--- config.mk ---
export PLATFORM = sky130hd
export DESIGN_NAME = ws2812_frame_ctrl_flat
export DESIGN_NICKNAME = d
export VERILOG_FILES = /design/src/rtl/ws2812_frame_ctrl_if.sv /design/src/rtl/ws2812_frame_ctrl.sv /design/src/flat_wrapper.sv
export SDC_FILE = /design/constraint.sdc
export NUM_CORES = 1
export LEC_CHECK = 0
export CORE_UTILIZATION = 30
export CTS_CLUSTER_DIAMETER = 50
export DETAILED_ROUTE_END_ITERATION = 12
export GPL_TIMING_DRIVEN = 0
export PLACE_DENSITY = 0.64
export SLEW_MARGIN = 5
export SYNTH_ARGS = -nofsm -noshare
export SYNTH_HDL_FRONTEND = slang
export SYNTH_SLANG_ARGS = --single-unit
export TNS_END_PERCENT = 5
--- constraint.sdc ---
create_clock -name clk -period 1.96 [get_ports clk]
set_clock_uncertainty 0.1 [all_clocks]
set_input_delay 0.294 -clock clk [delete_from_list [all_inputs] [get_ports clk]]
set_output_delay 0.294 -clock clk [all_outputs]
set_load 0.005 [all_outputs]
--- src/rtl/ws2812_frame_ctrl_if.sv ---
// Pixel-source / bit-mux / strip-pin signal bundle for the WS2812 frame controller.
// The controller uses the slave modport; the source side (pixel source plus mux) uses master.
interface ws2812_frame_ctrl_if #(
    parameter int NUM_LEDS = 16
);
    localparam int LIDX_W = (NUM_LEDS > 1) ? $clog2(NUM_LEDS) : 1;

    logic              start;
    logic [23:0]       color_data;
    logic              color_valid;
    logic              color_ready;
    logic [LIDX_W-1:0] led_idx;
    logic [23:0]       color_q;
    logic [4:0]        controlcolor;
    logic              sendbit;
    logic              dout;
    logic              busy;
    logic              done;

    modport master (
        output start, color_data, color_valid, sendbit,
        input  color_ready, led_idx, color_q, controlcolor, dout, busy, done
    );

    modport slave (
        input  start, color_data, color_valid, sendbit,
        output color_ready, led_idx, color_q, controlcolor, dout, busy, done
    );
endinterface

--- src/rtl/ws2812_frame_ctrl.sv ---
// WS2812 frame sequencer: fetches one GRB word per LED, walks its 24 bits through the
// external bit mux and drives the NRZ waveform, followed by the end-of-frame latch gap.
module ws2812_frame_ctrl #(
    parameter int NUM_LEDS = 16,
    parameter int T0H_CYC  = 20,
    parameter int T1H_CYC  = 40,
    parameter int TBIT_CYC = 63,
    parameter int TRES_CYC = 2500
) (
    input  logic                   clk,
    input  logic                   rst,
    ws2812_frame_ctrl_if.slave     bus
);
    localparam int LIDX_W  = (NUM_LEDS > 1) ? $clog2(NUM_LEDS) : 1;
    localparam int CNT_MAX = (TBIT_CYC > TRES_CYC) ? TBIT_CYC : TRES_CYC;
    localparam int CNT_W   = $clog2(CNT_MAX);

    localparam logic [CNT_W-1:0]  T0H_END  = CNT_W'(T0H_CYC - 1);
    localparam logic [CNT_W-1:0]  T1H_END  = CNT_W'(T1H_CYC - 1);
    localparam logic [CNT_W-1:0]  TBIT_END = CNT_W'(TBIT_CYC - 1);
    localparam logic [CNT_W-1:0]  TRES_END = CNT_W'(TRES_CYC - 1);
    localparam logic [LIDX_W-1:0] LAST_LED = LIDX_W'(NUM_LEDS - 1);

    typedef enum logic [2:0] {IDLE, LOAD, HIGH, LOW, LATCH} state_t;

    state_t           state;
    logic [CNT_W-1:0] cnt;
    logic [CNT_W-1:0] th_end;

    // color_q and controlcolor are held for the whole bit, so the mux output is stable in HIGH
    always_comb th_end = bus.sendbit ? T1H_END : T0H_END;

    always_ff @(posedge clk or posedge rst) begin
        if (rst) begin
            state            <= IDLE;
            cnt              <= '0;
            bus.dout         <= 1'b0;
            bus.color_ready  <= 1'b0;
            bus.busy         <= 1'b0;
            bus.done         <= 1'b0;
            bus.controlcolor <= '0;
            bus.color_q      <= '0;
            bus.led_idx      <= '0;
        end else begin
            bus.done <= 1'b0;
            case (state)
                IDLE: begin
                    if (bus.start) begin
                        state           <= LOAD;
                        bus.led_idx     <= '0;
                        bus.busy        <= 1'b1;
                        bus.color_ready <= 1'b1;
                    end
                end
                LOAD: begin
                    if (bus.color_valid && bus.color_ready) begin
                        bus.color_q      <= bus.color_data;
                        bus.controlcolor <= '0;
                        bus.color_ready  <= 1'b0;
                        bus.dout         <= 1'b1;
                        cnt              <= '0;
                        state            <= HIGH;
                    end
                end
                HIGH: begin
                    cnt <= cnt + 1'b1;
                    if (cnt == th_end) begin
                        bus.dout <= 1'b0;
                        state    <= LOW;
                    end
                end
                LOW: begin
                    if (cnt == TBIT_END) begin
                        cnt <= '0;
                        if (bus.controlcolor != 5'd23) begin
                            bus.controlcolor <= bus.controlcolor + 5'd1;
                            bus.dout         <= 1'b1;
                            state            <= HIGH;
                        end else if (bus.led_idx != LAST_LED) begin
                            bus.led_idx     <= bus.led_idx + 1'b1;
                            bus.color_ready <= 1'b1;
                            state           <= LOAD;
                        end else begin
                            state <= LATCH;
                        end
                    end else begin
                        cnt <= cnt + 1'b1;
                    end
                end
                LATCH: begin
                    if (cnt == TRES_END) begin
                        cnt      <= '0;
                        bus.busy <= 1'b0;
                        bus.done <= 1'b1;
                        state    <= IDLE;
                    end else begin
                        cnt <= cnt + 1'b1;
                    end
                end
                default: state <= IDLE;
            endcase
        end
    end
endmodule

--- src/flat_wrapper.sv ---
// flat-port wrapper written by rule: the top's interface ports become plain ports
module ws2812_frame_ctrl_flat 
#(
    parameter int NUM_LEDS = 16,
    parameter int T0H_CYC  = 20,
    parameter int T1H_CYC  = 40,
    parameter int TBIT_CYC = 63,
    parameter int TRES_CYC = 2500
)
  (clk, rst, bus_start, bus_color_data, bus_color_valid, bus_sendbit, bus_color_ready, bus_led_idx, bus_color_q, bus_controlcolor, bus_dout, bus_busy, bus_done);
  ws2812_frame_ctrl_if #(.NUM_LEDS(NUM_LEDS)) bus_i ();
  input  logic clk;
  input  logic rst;
  input wire logic [$bits(bus_i.start)-1:0] bus_start;
  input wire logic [$bits(bus_i.color_data)-1:0] bus_color_data;
  input wire logic [$bits(bus_i.color_valid)-1:0] bus_color_valid;
  input wire logic [$bits(bus_i.sendbit)-1:0] bus_sendbit;
  output wire logic [$bits(bus_i.color_ready)-1:0] bus_color_ready;
  output wire logic [$bits(bus_i.led_idx)-1:0] bus_led_idx;
  output wire logic [$bits(bus_i.color_q)-1:0] bus_color_q;
  output wire logic [$bits(bus_i.controlcolor)-1:0] bus_controlcolor;
  output wire logic [$bits(bus_i.dout)-1:0] bus_dout;
  output wire logic [$bits(bus_i.busy)-1:0] bus_busy;
  output wire logic [$bits(bus_i.done)-1:0] bus_done;
  assign bus_i.start = bus_start;
  assign bus_i.color_data = bus_color_data;
  assign bus_i.color_valid = bus_color_valid;
  assign bus_i.sendbit = bus_sendbit;
  assign bus_color_ready = bus_i.color_ready;
  assign bus_led_idx = bus_i.led_idx;
  assign bus_color_q = bus_i.color_q;
  assign bus_controlcolor = bus_i.controlcolor;
  assign bus_dout = bus_i.dout;
  assign bus_busy = bus_i.busy;
  assign bus_done = bus_i.done;
  ws2812_frame_ctrl #(.NUM_LEDS(NUM_LEDS), .T0H_CYC(T0H_CYC), .T1H_CYC(T1H_CYC), .TBIT_CYC(TBIT_CYC), .TRES_CYC(TRES_CYC)) u_core (.clk(clk), .rst(rst), .bus(bus_i));
endmodule
==> flow_summary.toml <==
[outcome]
run_status = "complete, but fails checks"
violations_in_the_final_reports = "negative setup slack"

[routing]
drt_wl_total_mm = 6.17
drt_iter0_markers = 110
vias_per_cell = 5.03
drcViolationCount = 0
vias = 2134
firstDrtPassIters = 4
routed_wire_length_per_instance_um = 14.5
antenna_violating_nets_post_route = 0

[min_path]
timing.hold.worst.class = "in2async"

[timing]
setup_viol = 2
timing.max_slew.rel_slack = 0.626
final_hold_violating_endpoints = 0
setup_tns_ns = -0.0227
fmaxAchievable_ghz = 0.505
transition_at_the_pin_with_the_smallest_max_transition_slack_ns = 0.553
period_share = 1.01
period_minus_slack_ns = 1.98
grt_setup_unrepaired = "yes"
final-max-slew-violation-count = 0
worst_slack_ns = -0.0204

[global_routing]
first_global_vias = 2047
grt_use_total = 0.139
gr-total-overflow = 0
grt_max_degree = 36
grt_first_pass_wirelength_mm = 9.74
antenna_found_initial = 0

[worst_setup_path]
critical_path.endpoint_type = "flop"
criticalPathCategory = "reg2reg"
data_required_time_at_the_worst_endpoint_ns = 2.09
worst_setup_path_startpoint = "u_core.cnt[5]"
start_kind = "flop"
worst_r2r_startpoint = "u_core.cnt[5]"
worstPathMaxFanout = 7
cp.arrival_ns = 2.11

[clock_tree]
cts-buffers-inserted = 5
hold_fix_buffers_cts = 0
clockBufferDepth = 2
cts_root_buf = "clkbuf_8"
cts_sinks = 52
cts_htree_levels = 2
cts_tree = "built"
cts.clk_slew.worst_paths_ns = 0.09
clkLatencyLatePin_ns = 0.30

[flow_run]
timing.max_cap.violations = 0

[logic_synthesis]
async_flop_share = 1.00
synthCells = 233
yosys_warnings = 0
top_reg_cell_synth = "dfrtp_1"
avgSynthCellArea_um2 = 10.9
synth_nets = 266
ys_top_cells_by_area = "dfrtp_1 (51%), mux2_2 (11%), nand2_1 (2.7%), nand3_1 (2.4%), a31oi_1 (2.2%)"
netlist-cell-type-count = 52
ys_seq_area_frac = 0.512
syn-cell-area_um2 = 2540
synth_enable_flop_cells = 0
synth_top_cell_by_area = "dfrtp_1"
synth-seq-cells = 52
netlist.area_leader.share = 0.512

[pwr]
vdd.ir_drop.worst_mv = 0.454
power.static_leakage_uw = 0.00164
power-per-cell-area_nw_per_um2 = 538
post-layout-total-power_uw = 2020

[cells_and_area]
drive_gt1_frac = 0.288
final-instance-count-excl-fill = 424
antenna-diode-count = 0
num-nets-final = 352
area_delta_synth_final_pct = 47.8

[die]
fp.coreArea_um2 = 8220
chipHeight_um = 94.0
std_cell_rows = 33
ios = 66
initial_utilization = 0.309
die_area_um2 = 8840
die_w_um = 94.0

[place]
place_congestion = 0.797
buffer_ports.inserted = 65
dp.cells = 404
dp_hpwl_mm = 4.16
==> final timing paths <==
| check | depth (start not counted) | to | slack, ns |
|---|---|---|---|
| worst max-delay path | 5 | u_core.bus.led_idx[3] | -0.02 |
| worst min-delay path | 2 | u_core.cnt[3] | 0.20 |
| worst max register to register | 5 | u_core.bus.led_idx[3] | -0.02 |
| worst min register to register | 1 | u_core.bus.color_q[11] | 0.41 |
| max in group asynchronous | 3 | u_core.cnt[4] | 1.02 |
| min in group clk | 1 | u_core.bus.color_q[11] | 0.41 |
==> final cells by class <==
| cell class | instances | area [um^2] |
|---|---|---|
| Inverter | 11 | 41.3 |
| Clock inverter | 2 | 60.1 |
| Multi-Input combinational cell | 161 | 1310 |
| Clock buffer | 5 | 68.8 |
| Sequential cell | 52 | 1310 |
| Tap cell | 105 | 131 |
| Buffer | 9 | 62.6 |
| Fill cell | 773 | 4460 |
| Timing Repair Buffer | 79 | 768 |
==> sequential cells by signal, summed over array words and instances, names as in the netlist <==
name and flops:
u_core.state 3, u_core.cnt 12, u_core.bus.dout 1, u_core.bus.done 1, u_core.bus.busy 1, u_core.bus.color_ready 1
u_core.bus.controlcolor 5, u_core.bus.led_idx 4, u_core.bus.color_q 24
==> layout by cell type (no fill, tap or decap), drive strengths merged, types with 2 or more instances in the layout <==
cell type      synthesis  routed
mux2                  24      24
a21o                   2       2
and2                   3       3
o21bai                 2       2
nor2                   9       9
inv                   11      11
nor4b                  5       5
nand2b                 3       3
clkbuf                 3       8
or3                    3       3
o21ai                 10      10
and4                   3       3
ha                     4       4
o31ai                  2       2
nand2                 18      18
buf                    6      20
nor4                   2       2
xnor2                  3       3
and3                   5       5
or2                    3       3
nor3                   6       6
a31oi                  9       9
nand4                  2       2
nor3b                  2       2
a21oi                  7       7
clkdlybuf4s50          0      65
nand3                 12      12
dfrtp                 52      52
o311ai                 2       2
bufinv                 0       2
o22ai                  5       5
==> per-layer routing <==
metal | GRT usage | wire (um) | vias to the layer above
met5 | 0 | 0 | -
met4 | 0.0372 | 49 | 0
met3 | 0.0291 | 308 | 7
met2 | 0.225 | 3030 | 59
met1 | 0.187 | 2780 | 1043
li1 | - | - | 1025
==> Yosys cell counts, drive strengths merged, types with 3 or more instances <==
cell type / count
xnor2: 3
or2: 3
o22ai: 5
and3: 5
o21ai: 10
nand2b: 3
buf: 6
a31oi: 9
inv: 11
dfrtp: 52
and2: 3
nor2: 9
nand3: 12
and4: 3
mux2: 24
nor4b: 5
clkbuf: 3
nand2: 18
nor3: 6
ha: 4
a21oi: 7
or3: 3
==> kinds of logic (layout without fill, tap and decap cells) <==
logic type / count (synthesis) / count (layout) / synth area share
AOI/OAI and AO/OA: 49 / 49 / 0.127
xor gates and xnor gates: 3 / 3 / 0.0103
adders and majority gates: 4 / 4 / 0.0197
buffers and inverters: 20 / 106 / 0.0335
DFF: 52 / 52 / 0.512
muxes: 25 / 25 / 0.110
and+or+nand+nor: 80 / 80 / 0.187
==> per-stage QoR <==
step	instance area [um^2]	hold WS, ns	setup slack (ns)	util
global placement	3320	0.387	-0.774	0.405
global route	3750	0.251	-0.0851	0.457
CTS	3670	0.206	-0.0406	0.446
floorplan	2540	0.346	0.0192	-
detailed placement	3340	0.396	-0.366	0.407
finish	3750	0.197	-0.0204	0.457
==> critical path: stages, from the launching register on <==
cell     delay, ns
dfrtp_1       0.52
and4_4        0.32
nand4_4       0.16
a211o_4       0.37
or3_1         0.32
a21oi_2       0.13
==> repair_timing <==
| item | 4_1_cts | 5_1_grt |
|---|---|---|
| gates cloned | 1 | 0 |
| gates resized for setup | 30 | 24 |
| endpoints found under the setup margin | 38 | 45 |
| buffers inserted | 11 | 1 |
| hold endpoints to repair | 0 | 0 |
| pin swaps | 6 | 12 |
==> power by group <==
| group | switching, uW | internal (uW) | total (uW) |
|---|---|---|---|
| combinational | 37.3 | 63.0 | 100 |
| sequential | 4.38 | 1070 | 1080 |
| clock | 336 | 502 | 838 |
(Power assumes the default switching activity.)
